## src/rtl/reg_lock_tracker_if.sv

```systemverilog
// Issue / write-back / lock-status bundle between the issue arbiter, the
// write-back stage and reg_lock_tracker.
interface reg_lock_tracker_if #(
  parameter int NR  = 32,
  parameter int NWB = 2
);
  localparam int RW = $clog2(NR);

  logic              flush_i;
  logic              issue_valid_i;
  logic              issue_ready_o;
  logic              issue_blocking_i;
  logic [RW-1:0]     issue_rd_i;
  logic              issue_mem_op_i;
  logic [NWB-1:0]    wb_valid_i;
  logic [NWB*RW-1:0] wb_rd_i;
  logic              blocking_done_i;
  logic              mem_done_i;
  logic [NR-1:0]     locks_o;
  logic              mem_busy_o;
  logic              wb_err_o;

  modport master (
    output flush_i, issue_valid_i, issue_blocking_i, issue_rd_i, issue_mem_op_i,
           wb_valid_i, wb_rd_i, blocking_done_i, mem_done_i,
    input  issue_ready_o, locks_o, mem_busy_o, wb_err_o
  );

  modport slave (
    input  flush_i, issue_valid_i, issue_blocking_i, issue_rd_i, issue_mem_op_i,
           wb_valid_i, wb_rd_i, blocking_done_i, mem_done_i,
    output issue_ready_o, locks_o, mem_busy_o, wb_err_o
  );
endinterface

```

## src/rtl/reg_lock_tracker.sv

```systemverilog
// Per-register outstanding-write counters plus blocking and memory-busy state;
// produces the registered lock mask and memory-busy flag for the grant checker.
module reg_lock_tracker #(
  parameter int NR    = 32,
  parameter int NWB   = 2,
  parameter int CNT_W = 2
) (
  input logic             clk_i,
  input logic             rst_i,
  reg_lock_tracker_if.slave bus
);
  localparam int RW = $clog2(NR);
  localparam logic [CNT_W-1:0] CNT_MAX = '1;

  typedef enum logic {RUN = 1'b0, BLOCK = 1'b1} state_t;

  state_t           state_reg, state_next;
  logic [CNT_W-1:0] cnt_reg  [NR];
  logic [CNT_W-1:0] cnt_next [NR];
  logic [NR-1:0]    locks_reg, locks_next;
  logic [NR-1:0]    err_vec;
  logic             mem_busy_reg, mem_busy_next;
  logic             wb_err_reg;
  logic             issue_ready;
  logic             fire;

  // Readiness looks only at the registered count: a release in the same
  // cycle does not unlock a saturated register.
  always_comb begin
    issue_ready = (state_reg == RUN) &&
                  !((bus.issue_rd_i != '0) && (cnt_reg[bus.issue_rd_i] == CNT_MAX));
  end

  assign fire = bus.issue_valid_i && issue_ready;

  always_comb begin
    state_next = state_reg;
    if (state_reg == RUN && fire && bus.issue_blocking_i)
      state_next = BLOCK;
    else if (state_reg == BLOCK && bus.blocking_done_i)
      state_next = RUN;
  end

  always_comb begin
    mem_busy_next = mem_busy_reg;
    if (fire && bus.issue_mem_op_i)
      mem_busy_next = 1'b1;
    else if (bus.mem_done_i)
      mem_busy_next = 1'b0;
  end

  genvar gi;
  generate
    for (gi = 0; gi < NR; gi++) begin : g_reg
      logic [CNT_W-1:0] cnt_nx;
      logic             err_nx;

      if (gi == 0) begin : g_zero
        // x0 is never tracked: no counting and no release errors.
        assign cnt_nx = '0;
        assign err_nx = 1'b0;
      end else begin : g_cnt
        always_comb begin
          int dec;
          int sum;
          dec = 0;
          for (int p = 0; p < NWB; p++) begin
            if (bus.wb_valid_i[p] && bus.wb_rd_i[p*RW +: RW] == RW'(gi))
              dec++;
          end
          sum = int'(cnt_reg[gi]) - dec;
          if (fire && !bus.issue_blocking_i && bus.issue_rd_i == RW'(gi))
            sum++;
          err_nx = 1'b0;
          if (sum < 0) begin
            err_nx = 1'b1;
            sum    = 0;
          end
          cnt_nx = sum[CNT_W-1:0];
        end
      end

      assign cnt_next[gi]   = cnt_nx;
      assign err_vec[gi]    = err_nx;
      assign locks_next[gi] = (state_next == BLOCK) || (cnt_nx != '0);
    end
  endgenerate

  always_ff @(posedge clk_i) begin
    if (rst_i || bus.flush_i) begin
      state_reg    <= RUN;
      locks_reg    <= '0;
      mem_busy_reg <= 1'b0;
      wb_err_reg   <= 1'b0;
      for (int r = 0; r < NR; r++) cnt_reg[r] <= '0;
    end else begin
      state_reg    <= state_next;
      locks_reg    <= locks_next;
      mem_busy_reg <= mem_busy_next;
      wb_err_reg   <= |err_vec;
      for (int r = 0; r < NR; r++) cnt_reg[r] <= cnt_next[r];
    end
  end

  assign bus.issue_ready_o = issue_ready;
  assign bus.locks_o       = locks_reg;
  assign bus.mem_busy_o    = mem_busy_reg;
  assign bus.wb_err_o      = wb_err_reg;
endmodule
```

## src/flat_wrapper.sv

```systemverilog
// flat-port wrapper written by rule: the top's interface ports become plain ports
module reg_lock_tracker_flat 
#(
  parameter int NR    = 32,
  parameter int NWB   = 2,
  parameter int CNT_W = 2
)
  (clk_i, rst_i, bus_flush_i, bus_issue_valid_i, bus_issue_blocking_i, bus_issue_rd_i, bus_issue_mem_op_i, bus_wb_valid_i, bus_wb_rd_i, bus_blocking_done_i, bus_mem_done_i, bus_issue_ready_o, bus_locks_o, bus_mem_busy_o, bus_wb_err_o);
  reg_lock_tracker_if #(.NR(NR), .NWB(NWB)) bus_i ();
  input logic clk_i;
  input logic rst_i;
  input wire logic [$bits(bus_i.flush_i)-1:0] bus_flush_i;
  input wire logic [$bits(bus_i.issue_valid_i)-1:0] bus_issue_valid_i;
  input wire logic [$bits(bus_i.issue_blocking_i)-1:0] bus_issue_blocking_i;
  input wire logic [$bits(bus_i.issue_rd_i)-1:0] bus_issue_rd_i;
  input wire logic [$bits(bus_i.issue_mem_op_i)-1:0] bus_issue_mem_op_i;
  input wire logic [$bits(bus_i.wb_valid_i)-1:0] bus_wb_valid_i;
  input wire logic [$bits(bus_i.wb_rd_i)-1:0] bus_wb_rd_i;
  input wire logic [$bits(bus_i.blocking_done_i)-1:0] bus_blocking_done_i;
  input wire logic [$bits(bus_i.mem_done_i)-1:0] bus_mem_done_i;
  output wire logic [$bits(bus_i.issue_ready_o)-1:0] bus_issue_ready_o;
  output wire logic [$bits(bus_i.locks_o)-1:0] bus_locks_o;
  output wire logic [$bits(bus_i.mem_busy_o)-1:0] bus_mem_busy_o;
  output wire logic [$bits(bus_i.wb_err_o)-1:0] bus_wb_err_o;
  assign bus_i.flush_i = bus_flush_i;
  assign bus_i.issue_valid_i = bus_issue_valid_i;
  assign bus_i.issue_blocking_i = bus_issue_blocking_i;
  assign bus_i.issue_rd_i = bus_issue_rd_i;
  assign bus_i.issue_mem_op_i = bus_issue_mem_op_i;
  assign bus_i.wb_valid_i = bus_wb_valid_i;
  assign bus_i.wb_rd_i = bus_wb_rd_i;
  assign bus_i.blocking_done_i = bus_blocking_done_i;
  assign bus_i.mem_done_i = bus_mem_done_i;
  assign bus_issue_ready_o = bus_i.issue_ready_o;
  assign bus_locks_o = bus_i.locks_o;
  assign bus_mem_busy_o = bus_i.mem_busy_o;
  assign bus_wb_err_o = bus_i.wb_err_o;
  reg_lock_tracker #(.NR(NR), .NWB(NWB), .CNT_W(CNT_W)) u_core (.clk_i(clk_i), .rst_i(rst_i), .bus(bus_i));
endmodule
```

## config.mk

```make
export PLATFORM = sky130hd
export DESIGN_NAME = reg_lock_tracker_flat
export DESIGN_NICKNAME = d
export VERILOG_FILES = /design/src/rtl/reg_lock_tracker_if.sv /design/src/rtl/reg_lock_tracker.sv /design/src/flat_wrapper.sv
export SDC_FILE = /design/constraint.sdc
export NUM_CORES = 1
export LEC_CHECK = 0
export BUFFER_PORTS_ARGS = -buffer_cell sky130_fd_sc_hd__buf_4
export CAP_MARGIN = 20
export CORE_MARGIN = 4
export CORE_UTILIZATION = 50
export CTS_CLUSTER_DIAMETER = 60
export DETAILED_ROUTE_END_ITERATION = 8
export HOLD_SLACK_MARGIN = 0.05
export PLACE_DENSITY_LB_ADDON = 0.08
export SYNTH_ARGS = -nofsm -noshare
export SYNTH_HDL_FRONTEND = slang
export SYNTH_SLANG_ARGS = --single-unit
export TNS_END_PERCENT = 5
```

## constraint.sdc

```tcl
create_clock -name clk_i -period 10.8 [get_ports clk_i]
set_clock_uncertainty 0.2 [all_clocks]
set_input_delay 2.16 -clock clk_i [delete_from_list [all_inputs] [get_ports clk_i]]
set_output_delay 2.16 -clock clk_i [all_outputs]
set_load 0.005 [all_outputs]
```

==> flow_summary.json <==
{
  "run_status": "completed",
  "drt_pass1_iterations": 5,
  "post_dr_vias_cell": 6.24,
  "timing.critical_path.slowest_cell_delay_ps": 610,
  "synth.net_count": 918,
  "critical-path-slowest-cell": "sky130_fd_sc_hd__a22oi_2",
  "postRouteAntennaNets": 0,
  "tightestPinTransition_ps": 919,
  "hpwlAfterDp_um": 17700,
  "clk-insertion-delay-late_ps": 350,
  "nature_of_the_critical_path_startpoint": "input port",
  "dp_worst_setup_slack_ps": 4270,
  "tritoncts.num_buffers": 9,
  "yosys_warnings": 0,
  "synthesis.area_mm2": 0.00706,
  "synth_area_leaders": "sky130_fd_sc_hd__dfxtp_1 27%, sky130_fd_sc_hd__ha_1 11%, sky130_fd_sc_hd__fa_1 8.8%, sky130_fd_sc_hd__nor2_1 4.9%, sky130_fd_sc_hd__inv_1 3.9%",
  "tritoncts_num_sinks": 96,
  "layout_overhead_on_the_synthesized_area_pct": 11.3,
  "final_nets": 954,
  "synth_area_leader_cell": "sky130_fd_sc_hd__dfxtp_1",
  "buffer_ports.inserted": 59,
  "post_synth_most_frequent_cells": "96 x sky130_fd_sc_hd__dfxtp_1, 92 x sky130_fd_sc_hd__nor2_1, 73 x sky130_fd_sc_hd__inv_1",
  "synth.distinct_cells": 71,
  "total_leakage_power_uw": 0.00301,
  "timing.critical_path.arrival_ps": 4240,
  "wl_per_cell_um": 22.5,
  "totalWireLength_um": 23000,
  "grt_pass1_wl_um": 34500,
  "fp-row-count": 43,
  "synth-async-reset-ratio_pct": 0,
  "setup_viol_count_final": 0,
  "worstPathMaxFanout": 18,
  "synth_top_area_share_pct": 27.2,
  "route.layer.met1.wl_um": 9420,
  "via_count_of_the_first_global_routing_pass": 6151,
  "cts-root-to-sink-buffers": 2,
  "post_dp_cell_area_mm2": 0.00755,
  "critPathRequiredTime_ps": 8440,
  "largest_reg_flops": 62,
  "fp.coreArea_mm2": 0.0138,
  "synthesis.area_per_instance_um2": 8.82,
  "dieArea_mm2": 0.0161,
  "starting_density_of_the_core_pct": 51.0,
  "timing.slew.headroom_pct": 38.7,
  "slew_viol_final": 0,
  "rsz_0062_raised_after_global_routing": "no",
  "power_density_mw_per_mm2": 105,
  "die_width_um": 127,
  "die_h_um": 127,
  "cts-htree-levels": 3,
  "synth_most_common_cell": "sky130_fd_sc_hd__dfxtp_1",
  "clock-root-buffer": "sky130_fd_sc_hd__clkbuf_16",
  "met2WireLength_um": 10900,
  "num_vias": 6369,
  "clkSlewWorstSetupHoldPaths_ps": 70,
  "drive_gt1_share_pct": 14.5,
  "highest-signal-layer": "met4",
  "final_period_minus_worst_setup_slack_ps": 6600,
  "cts_resized": 0,
  "hold_violations": 0,
  "antenna_violations_before_repair": 0,
  "worstSetupEndpointType": "primary output",
  "cts_tree": "done",
  "grt_start_max_net_pins": 80,
  "total_inserted_antenna_cells": 0,
  "worst_hold_path_type": "reg2reg",
  "synth_enable_flop_cells": 0,
  "met3WireLength_um": 1750,
  "criticalPathCategory": "in2out",
  "synth-seq-area-share_pct": 27.2,
  "max-vdd-ir-drop_uv": 76.0,
  "place_congestion": 0.996,
  "timing.hold.ws_ps": 297,
  "cts.hold.buffers_added": 0,
  "achievable-frequency_ghz": 0.152,
  "fin_tns_setup_ps": 0,
  "global_route.usage.total_pct": 28.3,
  "post-route-drc-count": 0,
  "io_pins": 60,
  "yosys_register_bits": 96,
  "final_area_mm2": 0.00786,
  "overflow": 0,
  "drv_cap": 0,
  "fin_ws_ps": 4200,
  "finalCritPeriodShare_pct": 61.1,
  "crit_path_cell_trace": "buf_4, inv_1, nor2_1, a22oi_2, a22oi_2, nor3_2, buf_4",
  "netlist_instances": 800,
  "utilization_pct": 56.8,
  "drt_iter0_markers": 619,
  "postCtsSetupRepairBufs": 0,
  "synth-main-ff-cell": "sky130_fd_sc_hd__dfxtp_1"
}
layout by cell type, fill, tap and decap left out, types with 6 or more instances in the layout:
cell type and instances:
sky130_fd_sc_hd__inv_1 73, sky130_fd_sc_hd__mux4_2 8, sky130_fd_sc_hd__fa_1 31, sky130_fd_sc_hd__xnor2_1 11, sky130_fd_sc_hd__xor2_1 16, sky130_fd_sc_hd__nor3_1 47
sky130_fd_sc_hd__o21ai_0 24, sky130_fd_sc_hd__ha_1 62, sky130_fd_sc_hd__nor2b_1 12, sky130_fd_sc_hd__a21oi_1 18, sky130_fd_sc_hd__nor2_1 92, sky130_fd_sc_hd__o41ai_1 7
sky130_fd_sc_hd__nor3b_1 6, sky130_fd_sc_hd__nand3_1 21, sky130_fd_sc_hd__nand2_1 58, sky130_fd_sc_hd__and3_1 7, sky130_fd_sc_hd__buf_4 62, sky130_fd_sc_hd__mux2i_1 8
sky130_fd_sc_hd__or3_1 21, sky130_fd_sc_hd__dfxtp_1 96, sky130_fd_sc_hd__nor4b_1 26, sky130_fd_sc_hd__clkbuf_16 9, sky130_fd_sc_hd__nor4_1 7, sky130_fd_sc_hd__nand2b_1 10
cell type report:
cell class,instances,area [um2]
fillers,1251,5970
well taps,180,225
multi-input cells,594,4660
inverters,73,274
clock buffers,12,256
flip-flops and latches,96,1920
clock inverters,4,51.3
repair buffers,62,465
path summary, 6_finish.rpt:
| kind | startpoint | end | slack [ps] | depth (start not counted) |
|---|---|---|---|---|
| setup reg to reg | u_core.cnt_reg[26][0]$_SDFF_PP0_ | u_core.bus.wb_err_o$_SDFF_PP0_ | 7140 | 8 |
| hold reg to reg | u_core.bus.mem_busy_o$_SDFFE_PP0P_ | u_core.bus.mem_busy_o$_SDFFE_PP0P_ | 300 | 2 |
| hold / removal | u_core.bus.mem_busy_o$_SDFFE_PP0P_ | u_core.bus.mem_busy_o$_SDFFE_PP0P_ | 300 | 2 |
| setup / recovery | bus_issue_rd_i[3] | bus_issue_ready_o | 4200 | 7 |
per-stage QoR:
stage / cells / total power (uW)
5_1_grt: 1021 / 851
2_1_floorplan: 800 / 447
3_5_place_dp: 1005 / 492
3_3_place_gp: 1005 / 489
6_report: 1021 / 824
4_1_cts: 1021 / 825
routing by layer:
metal,vias to the layer above,track usage (%)
li1,2898,-
met1,3124,35.2
met5,-,0
met2,277,46.8
met3,70,7.28
met4,0,11.1
report_power, final:
part           internal [uW]  switching (uW)  total (uW)  leakage [uW]
registers                363            3.95         366      0.000778
logic                   44.8            74.5         119       0.00209
clock network            193             145         338      0.000149
critical path, delay by kind of cell:
family                 cells  cell delay, ps
and+or+nand+nor            2             740
AOI/OAI and AO/OA          2             810
buffers and inverters      3             520
logic make-up (layout without fill, tap and decap cells):
group	Yosys count	after routing	share of synthesized area, %
and+or+nand+nor	357	357	28.4
buffers and inverters	110	151	6.70
AOI/OAI and AO/OA	98	98	10.4
DFF	96	96	27.2
adders and majority gates	93	93	19.8
xor gates and xnor gates	27	27	3.35
muxes	19	19	4.17
Note: power is estimated with default switching activity, not from simulation.
